File: src/rtl/div_pkg.sv
// Shared types for the shift/subtract divider: FSM state encoding
// and the default operand width.
package div_pkg;

  localparam int DIV_W = 32;

  typedef enum logic [1:0] {
    IDLE = 2'd0,
    RUN  = 2'd1,
    DONE = 2'd2
  } state_t;

endpackage

File: src/rtl/div_step.sv
// One restoring-division step: shift {rem, dvd} left by one,
// compare/subtract the divisor, shift the quotient bit into dvd.
// Ports: rem_in/dvd_in/dsr in, rem_out/dvd_out next values.
module div_step
  import div_pkg::*;
#(
  parameter int n = DIV_W
) (
  input  logic [n:0]   rem_in,
  input  logic [n-1:0] dvd_in,
  input  logic [n-1:0] dsr,
  output logic [n:0]   rem_out,
  output logic [n-1:0] dvd_out
);

  logic [n:0] sh;
  logic [n:0] diff;
  logic       ge;

  always_comb begin
    sh      = {rem_in[n-1:0], dvd_in[n-1]};
    diff    = sh - {1'b0, dsr};
    // a set top bit means the shifted value already exceeds any divisor
    ge      = rem_in[n] | (sh >= {1'b0, dsr});
    rem_out = ge ? diff : sh;
    dvd_out = {dvd_in[n-2:0], ge};
  end

endmodule

File: src/rtl/shift_sub_divide.sv
// Multi-cycle restoring divider: n steps per division, one per clock.
// Ports: clk, rst (sync, active-high), start, dividend, divisor in;
// quotient, remainder, busy, done, div_by_zero out.
// Define SHIFT_SUB_DIVIDE_SIGNED_EN for two's-complement operands.
module shift_sub_divide
  import div_pkg::*;
#(
  parameter int n = DIV_W
) (
  input  logic         clk,
  input  logic         rst,
  input  logic         start,
  input  logic [n-1:0] dividend,
  input  logic [n-1:0] divisor,
  output logic [n-1:0] quotient,
  output logic [n-1:0] remainder,
  output logic         busy,
  output logic         done,
  output logic         div_by_zero
);

  localparam int CW = (n > 1) ? $clog2(n) : 1;

  state_t state_q;
  state_t state_d;

  logic [n:0]    rem_q;
  logic [n:0]    rem_nx;
  logic [n-1:0]  dvd_q;
  logic [n-1:0]  dvd_nx;
  logic [n-1:0]  dsr_q;
  logic [CW-1:0] cnt_q;
  logic          dz_q;

  logic [n-1:0]  dvd_mag;
  logic [n-1:0]  dsr_mag;
  logic [n-1:0]  q_fix;
  logic [n-1:0]  r_src;
  logic [n-1:0]  r_fix;

  // on divide-by-zero dvd_q still holds the captured dividend
  assign r_src = dz_q ? dvd_q : rem_q[n-1:0];

`ifdef SHIFT_SUB_DIVIDE_SIGNED_EN
  logic negq_q;
  logic negr_q;

  assign dvd_mag = dividend[n-1] ? -dividend : dividend;
  assign dsr_mag = divisor[n-1] ? -divisor : divisor;
  assign q_fix   = dz_q ? '1 : (negq_q ? -dvd_q : dvd_q);
  assign r_fix   = negr_q ? -r_src : r_src;

  always_ff @(posedge clk) begin
    if (rst) begin
      negq_q <= 1'b0;
      negr_q <= 1'b0;
    end else if (state_q == IDLE && start) begin
      negq_q <= dividend[n-1] ^ divisor[n-1];
      negr_q <= dividend[n-1];
    end
  end
`else
  assign dvd_mag = dividend;
  assign dsr_mag = divisor;
  assign q_fix   = dz_q ? '1 : dvd_q;
  assign r_fix   = r_src;
`endif

  div_step #(
    .n(n)
  ) u_step (
    .rem_in (rem_q),
    .dvd_in (dvd_q),
    .dsr    (dsr_q),
    .rem_out(rem_nx),
    .dvd_out(dvd_nx)
  );

  always_ff @(posedge clk) begin
    if (rst) state_q <= IDLE;
    else     state_q <= state_d;
  end

  always_comb begin
    state_d = state_q;
    unique case (state_q)
      IDLE: begin
        if (start) state_d = (divisor == '0) ? DONE : RUN;
      end
      RUN: begin
        if (cnt_q == '0) state_d = DONE;
      end
      DONE: begin
        state_d = IDLE;
      end
      default: state_d = IDLE;
    endcase
  end

  always_ff @(posedge clk) begin
    if (rst) begin
      rem_q       <= '0;
      dvd_q       <= '0;
      dsr_q       <= '0;
      cnt_q       <= '0;
      dz_q        <= 1'b0;
      quotient    <= '0;
      remainder   <= '0;
      busy        <= 1'b0;
      done        <= 1'b0;
      div_by_zero <= 1'b0;
    end else begin
      done <= 1'b0;
      unique case (state_q)
        IDLE: begin
          if (start) begin
            dvd_q <= dvd_mag;
            dsr_q <= dsr_mag;
            rem_q <= '0;
            cnt_q <= CW'(n - 1);
            dz_q  <= (divisor == '0);
            busy  <= 1'b1;
          end
        end
        RUN: begin
          rem_q <= rem_nx;
          dvd_q <= dvd_nx;
          if (cnt_q != '0) cnt_q <= cnt_q - CW'(1);
        end
        DONE: begin
          quotient    <= q_fix;
          remainder   <= r_fix;
          div_by_zero <= dz_q;
          done        <= 1'b1;
          busy        <= 1'b0;
        end
        default: ;
      endcase
    end
  end

endmodule

File: config.mk
export PLATFORM = sky130hd
export DESIGN_NAME = shift_sub_divide
export DESIGN_NICKNAME = d
export VERILOG_FILES = /design/src/rtl/div_pkg.sv /design/src/rtl/div_step.sv /design/src/rtl/shift_sub_divide.sv
export SDC_FILE = /design/constraint.sdc
export NUM_CORES = 1
export LEC_CHECK = 0
export CORE_UTILIZATION = 50
export CTS_CLUSTER_SIZE = 40
export DETAILED_ROUTE_END_ITERATION = 7
export PLACE_DENSITY = 0.77
export SYNTH_ARGS = -nofsm -noshare
export SYNTH_HDL_FRONTEND = slang
export SYNTH_SLANG_ARGS = --single-unit
File: constraint.sdc
create_clock -name clk -period 2.6 [get_ports clk]
set_clock_uncertainty 0.2 [all_clocks]
set_input_delay 0.65 -clock clk [delete_from_list [all_inputs] [get_ports clk]]
set_output_delay 0.65 -clock clk [all_outputs]
set_load 0.01 [all_outputs]
# After elaboration in Yosys (flattened, before gate mapping)
# Index checks and enable logic that the tools add are counted.
totals:
  ff_bits: 172
  output_inout_bits: 67
classes:
  addsub: 2
  n_lt_le_gt_ge: 1
  n_eq_ne: 5
  mux: 17
  bitwise_logic: 1
  n_reduce_logical: 11
ops:
  columns: ["cell", "n"]
  rows:
  - ["two-way mux 32 bit", 3]
  - ["two-way mux 33 bit", 2]
  - ["case mux 33 bit (2 select lines)", 1]
  - ["case mux 32 bit (2 select lines)", 1]
  - ["greater-or-equal comparator 33 x 32 -> 1 bit", 1]
  - ["subtractor 33 x 32 -> 33 bit", 1]
  - ["zero test 32 bit", 1]
  - ["two-way mux 5 bit", 2]
  - ["case mux 5 bit (2 select lines)", 1]
  - ["AND reduction 2 bit", 4]
  - ["two-way mux 2 bit", 3]
  - ["!= test 2 bit (second input constant)", 3]
  - ["zero test 5 bit", 1]
  - ["nonzero test 5 bit", 1]
  - ["subtractor 5 x 1 -> 5 bit (second input constant)", 1]
  - ["case mux 2 bit (2 select lines)", 1]
  - ["nonzero test 2 bit", 2]
  - ["AND reduction 3 bit", 1]
  - ["== test 2 x 1 -> 1 bit (second input constant)", 1]
  - ["== test 2 bit (second input constant)", 1]
  - ["zero test 2 bit", 1]
  - ["two-way mux 1 bit", 2]
  - ["case mux 1 bit (2 select lines)", 1]
  - ["OR 1 bit", 1]

# Logic depth before layout (Yosys ltp)
depth:
  depth_word: 4
  mapped_depth: 12
  mapped_depth_nobuf: 11

# Cells and area by module
# From an unflattened synthesis, not the netlist that was laid out.
unflattened:
  hier_cells: 1194
  area_unflattened_um2: 9240.1
modules_own_cells:
  columns: ["mod", "instances", "cells_per_inst", "area_each_um2", "seq_area_each_um2"]
  rows:
  - ["shift_sub_divide", 1, 820, 6737.7, 3443.3]
  - ["div_step", 1, 374, 2502.4, 0.0]

# Worst setup path before layout
# No wires, ideal clock.
synth_timing:
  path_kind: "register to register"
  start: "register dvd_q[31]"
  end: "register rem_q[26]"
  arrival_time_ps: 2376
  t_required_ps: 2326
  setup_slack_ps: -50
  stages_incl_launch_ff: 12
  path_buffers: 0
  synth_period_minus_slack_ps: 2650
  path_cell_list: "dfxtp_1 inv_1 ha_1 fa_1 nand2b_1 a21oi_1 a2bb2oi_2 a211oi_2 o31ai_1 xnor2_1 mux2i_1 o21ai_0"
synth_between:
  elab_chain_cells: 4
  word_cells_on_any_way: 5
  cone_classes: "add/sub (1); order compare (1); mux (2); bitwise (1)"
synth_rtl:
  columns: ["item", "line_no", "source"]
  rows:
  - ["from (decl)", "shift_sub_divide.sv:29", "logic [n-1:0] dvd_q;"]
  - ["from (signal assigned)", "shift_sub_divide.sv:117", "dvd_q <= dvd_mag;"]
  - ["from (signal assigned)", "shift_sub_divide.sv:127", "dvd_q <= dvd_nx;"]
  - ["greater-or-equal comparator 33 x 32 -> 1 bit", "div_step.sv:24", "ge = rem_in[n] | (sh >= {1'b0, dsr});"]
  - ["OR 1 bit", "div_step.sv:24", null]
  - ["two-way mux 33 bit *", "div_step.sv:25", "rem_out = ge ? diff : sh;"]
  - ["case mux 33 bit (2 select lines) *", "shift_sub_divide.sv:114", "unique case (state_q)"]
  - ["to (signal assigned)", "shift_sub_divide.sv:126", "rem_q <= rem_nx;"]
  - ["to (decl)", "shift_sub_divide.sv:27", "logic [n:0] rem_q;"]
# Every way passes the cells marked *; elsewhere a longest branch is shown, timed or not.
# A chain may end at the register's enable or synchronous reset.

# Worst setup path after layout
layout_timing:
  start: "register rem_q[9]"
  end: "register rem_q[2]"
layout_between:
  elab_chain_cells: 4
layout_rtl:
  columns: ["item", "line_no"]
  rows:
  - ["greater-or-equal comparator 33 x 32 -> 1 bit", "div_step.sv:24"]
  - ["OR 1 bit", "div_step.sv:24"]
  - ["two-way mux 33 bit", "div_step.sv:25"]
  - ["case mux 33 bit (2 select lines)", "shift_sub_divide.sv:114"]
# No other way between the ends.

==> reports/metrics.csv <==
metric,value,unit
violations,negative setup slack,
synth_most_common_cell,dfxtp_1,
antenna_cells,0,
timing.fmax,367,MHz
crit_chain,ha_4 -> buf_4 -> a21oi_4 -> nand2_2 -> o41ai_4 -> buf_4 -> o31a_4 -> buf_12 -> nor2_1 -> a21oi_1 -> o21ai_1,
synth_flop_cell,dfxtp_1,
dieArea,18700,um2
vdd_ir_drop_max,0.000712,V
startpoint_type,flip-flop,
yosysUniqueCellTypes,75,
ant_nets,0,
hold_buffers,0,
cts-root-buf,clkbuf_16,
clk_pin_slew,0.07,ns
power,0.0145,W
start_util,0.517,
grt_usage,0.304,
ys_top_cells_by_count,"dfxtp_1, nor2_1, nand2_1",
place_hpwl,19600,um
grt_pass1_wl,43900,um
synthCells,1110,
grt_pass1_vias,8370,
globalplace.congestion,0.952,
routed-via-count,9169,
max-cap-violations,0,
drt_iter0_drc,760,
clock-sinks,172,
multiInputGateArea,6030,um2
synth_edf_count,0,
antenna_found_initial,0,
syn_nets,1212,
outcome,finished with violations,
clock_path_buffers,2,
die_h,137,um
fin_area,13400,um2
io_buffers,133,
cp.depth,11,
layout-drive-gt1-share,0.289,
critPathRequiredTime,2.70,ns
whs,0.254,ns
fin_setup_tns,-1.01,ns
reg2regPathDepth,11,
p_leak,5.28,nW
fill_cells,1251,
htreeDepth,4,
ios,134,
cts_buffers,17,
seq_area_frac_synth,0.380,
min_path_cells,2,
p_per_area,1080,nW/um2
layout_min_cycle_time,2.72,ns
drc,0,
hold_viol,0,
slew-limit-headroom,0.594,
drv_slew,0,
netlist_area,9070,um2
synth_seq_cells,172,
fin_util,0.763,
vias_per_cell,5.77,
grt.overflow.total,0,
rows,48,
synth_top_area_cell,dfxtp_1,
critPathArrivalTime,2.82,ns
cp_max_fo,7,
grt_max_degree,140,
rsz0062_at_grt,yes,
core,17500,um2
drt-pass1-iter-count,5,
clock_latency,0.44,ns
regArea,3480,um2
synth_area_leaders,"dfxtp_1, mux2i_1, a211oi_1",
slowest_delay,0.45,ns
final_nets,1455,
die_w,137,um
hold_class,flip-flop to flip-flop,
syn_avg_cell_area,8.17,um2
fin_ws,-0.123,ns
ys_async_sr_fraction,0,
critPathCaptureType,flip-flop,
avgRoutedWirePerCell,18.5,um
cp_slowest_cell,dfxtp_1,
cp_common_cell,buf_4,
finalWirelength,29400,um
crit_family,compound AO/OA/AOI/OAI gates,
synth_top_area_frac,0.380,
syn_to_final_growth,47.5,%
yosysWarningCount,0,
critPathKind,flip-flop to flip-flop,
worst_slew_pin_slew,0.609,ns
dpl_cell_area,11500,um2
period_share,1.05,
setup_viol,22,
cts_tree,done,
path_buf_inv,3,
[worst reg2reg max path, cell delays in order (launching register included)]
cell and delay [ns]:
dfxtp_1 0.45, ha_4 0.25, buf_4 0.17, a21oi_4 0.17, nand2_2 0.09, o41ai_4 0.40
buf_4 0.19, o31a_4 0.23, buf_12 0.14, nor2_1 0.04, a21oi_1 0.16, o21ai_1 0.10
[per-stage QoR]
stage          cells  setup slack, ns
2_1_floorplan   1110          0.00993
3_3_place_gp    1527           -0.204
3_5_place_dp    1527           -0.206
4_1_cts         1569          -0.0260
5_1_grt         1590           -0.170
6_report        1590           -0.123
[final timing paths]
kind	start	slack, ns	to
worst max-delay path	rem_q[9]$_SDFFE_PP0P_	-0.12	rem_q[2]$_SDFFE_PP0P_
worst min-delay path	dsr_q[19]$_SDFFE_PP0P_	0.25	dsr_q[19]$_SDFFE_PP0P_
worst max register to register	rem_q[9]$_SDFFE_PP0P_	-0.12	rem_q[2]$_SDFFE_PP0P_
worst min register to register	dsr_q[19]$_SDFFE_PP0P_	0.25	dsr_q[19]$_SDFFE_PP0P_
[state kept, by name, summed over array words and instances (netlist names), 2 cells and up]
signal	count
dvd_q	32
remainder	32
rem_q	33
state_q	2
dsr_q	32
cnt_q	5
quotient	32
[per-layer routing]
| metal | vias to the layer above | track usage | share of wire |
|---|---|---|---|
| li1 | 4413 | - | - |
| met1 | 4303 | 0.431 | 0.45 |
| met2 | 393 | 0.471 | 0.47 |
| met3 | 60 | 0.0419 | 0.066 |
| met4 | 0 | 0.104 | 0.023 |
| met5 | - | 0 | 0 |
[timing repair]
action | CTS | global route
endpoints found under the hold margin | 0 | 0
setup buffers | 11 | 18
gates cloned | 1 | 3
pin swaps | 28 | 73
endpoints found under the setup margin | 34 | 34
resized for setup | 94 | 118
[where the power goes]
group / internal [W] / switching (W)
Combinational: 0.00439 / 0.00434
Sequential: 0.00292 / 0.000309
Clock: 0.00136 / 0.00116
[logic make-up after synthesis]
| family | after synthesis | synth area share |
|---|---|---|
| buf+inv | 125 | 0.0623 |
| mux | 70 | 0.0772 |
| flops | 172 | 0.380 |
| simple gates | 410 | 0.205 |
| xor+xnor | 29 | 0.0280 |
| fa+ha+maj | 35 | 0.0491 |
| compound gates | 269 | 0.199 |
[layout make-up]
type,instances,area share
clock buffers,18,0.0328
clock inverters,13,0.0104
inverters,43,0.0121
multi-input cells,813,0.450
flip-flops and latches,172,0.260
well taps,225,0.0210
repair buffers,306,0.213
[cell usage in the layout (no fill, tap or decap), drive strengths merged, types with 5 or more instances in the layout]
cell / count
buf: 172
dfxtp: 172
clkdlybuf4s50: 132
nor2: 132
nand2: 128
a21oi: 85
nor3: 78
mux2i: 70
a211oi: 69
o21ai: 56
inv: 46
ha: 34
clkbuf: 20
xnor2: 15
xor2: 14
a32oi: 13
nand3: 11
nand2b: 11
nand4: 10
nor4: 10
a21o: 9
clkinv: 7
o211ai: 5
or2: 5
a31oi: 5
No activity file was read; power rests on OpenSTA's default activity.
==> variant 1 (same flow settings) <==
Register the output `quotient` once more, cleared by the reset; this adds one clock of latency there. The other outputs are not delayed to match.
--- a/src/rtl/shift_sub_divide.sv
+++ b/src/rtl/shift_sub_divide.sv
@@ -21,4 +21,6 @@
 
   localparam int CW = (n > 1) ? $clog2(n) : 1;
+
+  logic [n-1:0] quotient_s0;
 
   state_t state_q;
@@ -105,5 +107,5 @@
       cnt_q       <= '0;
       dz_q        <= 1'b0;
-      quotient    <= '0;
+      quotient_s0 <= '0;
       remainder   <= '0;
       busy        <= 1'b0;
@@ -129,5 +131,5 @@
         end
         DONE: begin
-          quotient    <= q_fix;
+          quotient_s0 <= q_fix;
           remainder   <= r_fix;
           div_by_zero <= dz_q;
@@ -140,4 +142,12 @@
   end
 
+  always_ff @(posedge clk) begin
+    if (rst) begin
+      quotient <= '0;
+    end else begin
+      quotient <= quotient_s0;
+    end
+  end
+
 endmodule
 
Function: changed (a bounded check fails within 4 cycles, from zero or initial values and one cycle with rst high).
==> variant 1 against the original RTL <==
  * The flow still finishes with violations (negative setup slack)
  * Wire length decreased by 10%
  * Die area rose by 5.4%
  * Design area shrank 2.1%
  * Sequential power is 14% higher
  * Final cell count up 0.50%
  * Sequential cell count grew 32
  * Global-route usage is 3.8 points lower
  * Clock power is 22% higher
  * Setup slack lost 0.14 ns
  * Via count fell by 4.1%
  * Total power is 7.8% lower
  * Area after synthesis rose by 5.5%
  * Non-clock buffer count shrank 30
  * Critical path type unchanged
  * Largest power group unchanged
  * Highest routed layer unchanged
==> variant 1: results (changes against the original RTL) <==
* CTS max path bufs at 3 (+1)
* RD Place Congestion at 0.866 (-9.1%)
* Non-Filler Instances at 1,598 (+0.50%)
* H-tree depth at 1 (-3)
* P_leak at 0.00533 uW (+0.94%)
* Drt wl/cell at 16.5 um (-11%)
* Worst Hold Launch: rst
* Pre-CTS setup slack at -0.348 ns (-0.143 ns)
* Filler Cell Count at 1,472 (+18%)
* GR Util All Layers at 26.6% (-3.8 points)
* Clk_lat worst skew at 0.51 ns (+0.07 ns)
* Post-layout util at 70.0% (-6.2 points)
* WHS Endpoint: dvd_q[0]$_SDFFE_PP0P_
* Met1 usage at 35.8% (-7.3 points)
* Pwr Density at 1020 nW/um2 (-5.9%)
* Fraction of final layout cells sized beyond drive strength 1 at 17.7% (-11 points)
* DP Area at 12,000 um2 (+4.6%)
* Slowest-stage cell, CP: or4_4
* Met2 WL post-DR at 12.2 mm (-11%)
* Largest net degree at the start of global routing at 110 (-21%)
* Syn Nets at 1,228 (+1.3%)
* Critical path arrival at 3.11 ns (+0.29 ns)
* Grt met3 use at 3.56% (-0.63 points)
* Detailed-route vias per instance at 5.51 (-4.5%)
* # placed instances at 1,549 (+1.4%)
* Worst R2R Start: dsr_q[8]$_SDFFE_PP0P_
* Number of global-route vias before repair at 8,245 (-1.5%)
* Commonest cells in the netlist: 204 x dfxtp_1, 131 x nand2_1, 120 x nor2_1, 80 x mux2i_1, 77 x a21oi_1
* CP max stage delay at 0.55 ns (+0.10 ns)
* Crit Path Max Fanout at 8 (+1)
* Met3 wire len at 1.31 mm (-32%)
* HPWL Detailed at 18.9 mm (-3.6%)
* Peak supply drop at 633 uV (-11%)
* TNS Setup at -6.37 ns (-5.36 ns)
* Starting DRT DRC Count at 482 (-37%)
* Register area share after synthesis at 42.7% (+4.7 points)
* Post-Syn Instances at 1,126 (+1.4%)
* Int Power at 8530 uW (-1.6%)
* Hold_ws at 0.220 ns (-0.0338 ns)
* Global routing met2 resource utilization at 44.6% (-2.5 points)
* First-pass GRT wire length at 42.2 mm (-3.9%)
* HP Class: in -> reg
* Metal-1 WL at 12.2 mm (-7.1%)
* CTS Buf Count at 22 (+5)
* Netlist cell types at 57 (-24%)
* Worst r2r path cells at 12 (+1)
* Final setup vio count at 34 (+55%)
* Worst-Margin Slew at 0.655 ns (+0.0467 ns)
* Worst Setup Slack, final at -0.268 ns (-0.144 ns)
* Status: finished, violations left
* Synth area leaders: dfxtp_1 43%, mux2i_1 8.4%, a211oi_1 5.2%, nand2_1 5.1%, nor2_1 4.7%
* Clock Power at 3080 uW (+22%)
* Violated checks: negative setup slack
variant 1: cell families after synthesis:
| kind of cell | count (synthesis) | share of synthesized area [%] |
|---|---|---|
| AO/OA/AOI/OAI | 265 | 18.1 |
| adder cells (fa/ha/maj) | 35 | 4.65 |
| AND/OR/NAND/NOR | 394 | 18.5 |
| multiplexers | 81 | 8.48 |
| flip-flops | 204 | 42.7 |
| buffers and inverters | 116 | 4.69 |
| XOR/XNOR | 31 | 2.84 |
variant 1: what timing repair did:
item,in CTS,in global routing
setup endpoints to repair,34,34
gates resized for setup,52,23
pin swaps,32,10
setup buffers,6,4
gates cloned,2,1
variant 1: area by class of cell:
| type | count | share of cell area (%) |
|---|---|---|
| flip-flops and latches | 204 | 31.2 |
| well taps | 234 | 2.23 |
| clock inverters | 8 | 0.602 |
| clock buffers | 31 | 4.84 |
| inverters | 39 | 1.12 |
| multi-input cells | 806 | 40.5 |
| repair buffers | 276 | 19.5 |
==> variant 2 (same flow settings) <==
Without the edit above. The option `SHIFT_SUB_DIVIDE_SIGNED_EN` is turned on by a define.
--- a/src/rtl/shift_sub_divide.sv
+++ b/src/rtl/shift_sub_divide.sv
@@ -3,4 +3,6 @@
 // quotient, remainder, busy, done, div_by_zero out.
 // Define SHIFT_SUB_DIVIDE_SIGNED_EN for two's-complement operands.
+`define SHIFT_SUB_DIVIDE_SIGNED_EN
+
 module shift_sub_divide
   import div_pkg::*;
Function: same outputs for any inputs over 4 cycles, from zero or initial values and one cycle with rst high; that may be too few to reach the edited logic, so the function may still have changed.
==> variant 2 against the original RTL <==
  * Final cell count increased by 37%
  * Setup slack got worse by 0.14 ns
  * Sequential cell count increased by 2
  * Design area increased by 33%
  * Count of clock-buffer cells in the layout increased by 2
  * Critical path type unchanged
  * Largest power group unchanged
  * Wire length increased by 45%
  * Area after synthesis increased by 28%
  * Critical endpoint is now rem_q[30]$_SDFFE_PP0P_
  * Total power decreased by 10%
  * The run still ends with negative setup slack left
==> variant 2: results (changes against the original RTL) <==
* Most common flop cell mapped by yosys: dfxtp_1
* Netlist cell types at 80 (+6.7%)
* Grt ovf at 0 (unchanged)
* Peak supply drop at 449 uV (-37%)
* HPWL Detailed at 27.0 mm (+38%)
* Root buffer cell: clkbuf_16
* RD Place Congestion at 0.940 (-1.3%)
* Violated checks: negative setup slack
* Net Sw Power at 4920 uW (-15%)
* Flip-flop count of the largest register after layout at 33 (unchanged)
* Status: finished, violations left
* Global routing met2 resource utilization at 55.4% (+8.3 points)
* Number of global-route vias before repair at 12,300 (+47%)
* CTS max path bufs at 2 (unchanged)
* Worst Setup Slack, final at -0.264 ns (-0.141 ns)
* TritonRoute pass-1 iters at 6 (+1)
* Largest net degree at the start of global routing at 84 (-40%)
* H-tree depth at 4 (unchanged)
* Grt met3 use at 4.45% (+0.27 points)
* Fraction of final layout cells sized beyond drive strength 1 at 33.8% (+4.9 points)
* Met1 usage at 39.6% (-3.5 points)
* First-pass GRT wire length at 61.2 mm (+39%)
* Commonest cells in the netlist: 174 x dfxtp_1, 145 x nor2_1, 136 x nand2_1, 113 x a21oi_1, 82 x clkbuf_1
* Ant diodes at 0 (unchanged)
* FFs w/ async S/R, synth at 0% (unchanged)
* CTS Buf Count at 17 (unchanged)
* Starting DRT DRC Count at 1,283 (+69%)
* # placed instances at 2,114 (+38%)
* Synth area leaders: dfxtp_1 30%, xor2_1 5.9%, a21oi_1 4.9%, nor2_1 4.7%, xnor2_1 4.7%
* Worst-Margin Slew at 1.39 ns (+0.777 ns)
* Crit Path Max Fanout at 3 (-4)
* Register area share after synthesis at 30.1% (-7.9 points)
* Drt wl/cell at 19.5 um (+5.6%)
* HP Class: reg -> reg
* Drt total wl at 42.6 mm (+45%)
* Clk_lat worst skew at 0.44 ns (about the same)
* Detailed-route vias per instance at 6.11 (+5.9%)
* P_leak at 0.00731 uW (+38%)
* GR Util All Layers at 31.9% (+1.5 points)
* PortBufs at 133 (unchanged)
* Most flop-heavy register: rem_q
* Syn. warnings at 0 (unchanged)
* Final setup vio count at 66 (+200%)
* Critical path arrival at 2.99 ns (+0.17 ns)
* Syn Nets at 1,594 (+32%)
* TNS Setup at -6.96 ns (-5.95 ns)
* Syn_area_per_cell at 7.78 um2 (-4.8%)
* Reg clk slew, reported paths at around 0.060 ns
* Nets at 1,992 (+37%)
* Initial antenna violation count at 0 (unchanged)
* DP Area at 15,500 um2 (+35%)
## variant 2: cell families (layout without fill, tap and decap cells)
group                    after synthesis  in the layout  synth area share [%]
AND/OR/NAND/NOR                      462            462                  19.3
adder cells (fa/ha/maj)               39             39                  4.28
multiplexers                          59             59                  5.19
flip-flops                           174            174                  30.1
XOR/XNOR                             140            140                  10.6
buffers and inverters                187            596                  6.66
AO/OA/AOI/OAI                        427            427                  23.9
## variant 2: stage by stage
step | worst slack, ns | utilization, %
6_report | -0.264 | 78.7
5_1_grt | -0.469 | 78.7
4_1_cts | -0.201 | 75.1
3_5_place_dp | -0.902 | 68.5
3_3_place_gp | -0.864 | 68.5
2_1_floorplan | -0.344 | -
## variant 2: power by group through the flow
stage                     Sequential, uW  Clock (uW)  Combinational (uW)
after global placement              3120           0                5150
after detailed placement            3130           0                5260
after CTS                           3090        2910                6060
final                               3120        2920                6950
after global routing                3140        3030                7340
after floorplan                     3120           0                3190
## variant 2: path summary, 6_finish.rpt
path	startpoint	to	slack, ns	depth (start not counted)
min	remainder[7]$_SDFFE_PP0P_	remainder[7]$_SDFFE_PP0P_	0.25	2
min reg2reg	remainder[7]$_SDFFE_PP0P_	remainder[7]$_SDFFE_PP0P_	0.25	2
max reg2reg	dvd_q[31]$_SDFFE_PP0P_	rem_q[30]$_SDFFE_PP0P_	-0.26	13
max	dvd_q[31]$_SDFFE_PP0P_	rem_q[30]$_SDFFE_PP0P_	-0.26	13
## variant 2: layout make-up
type                            instances  area, um2
Fill cell                            1351       4820
Tap cell                              285        357
Clock buffer                           20        447
Timing Repair Buffer                  486       4180
Clock inverter                         10        213
Multi-Input combinational cell       1127       8800
Inverter                               80        303
Sequential cell                       174       3520
## variant 2: routing by layer
layer  share of wire, %  up-vias
met4                4.3        0
met1                 39     6294
met5                  0        -
met3                7.3      177
li1                   -     6115
met2                 49      739
## variant 2: repair_timing
action                     4_1_cts  5_1_grt
cloned                           1        0
setup endpoints to repair      101      100
gates resized for setup        166      161
buffers inserted                23       20
hold buffers                     0        0
pin swaps                       99      116
## variant 2: worst max-delay path, stage by stage, from the launching register on
cell and delay, ns:
dfxtp_4 0.39, inv_4 0.06, ha_4 0.16, fa_2 0.34, nand2b_4 0.16, a21oi_4 0.15, o21ai_2 0.09, o21ai_2 0.20
buf_4 0.16, buf_6 0.11, a41oi_4 0.10, o21ai_2 0.18, mux2i_1 0.10, a221o_1 0.34
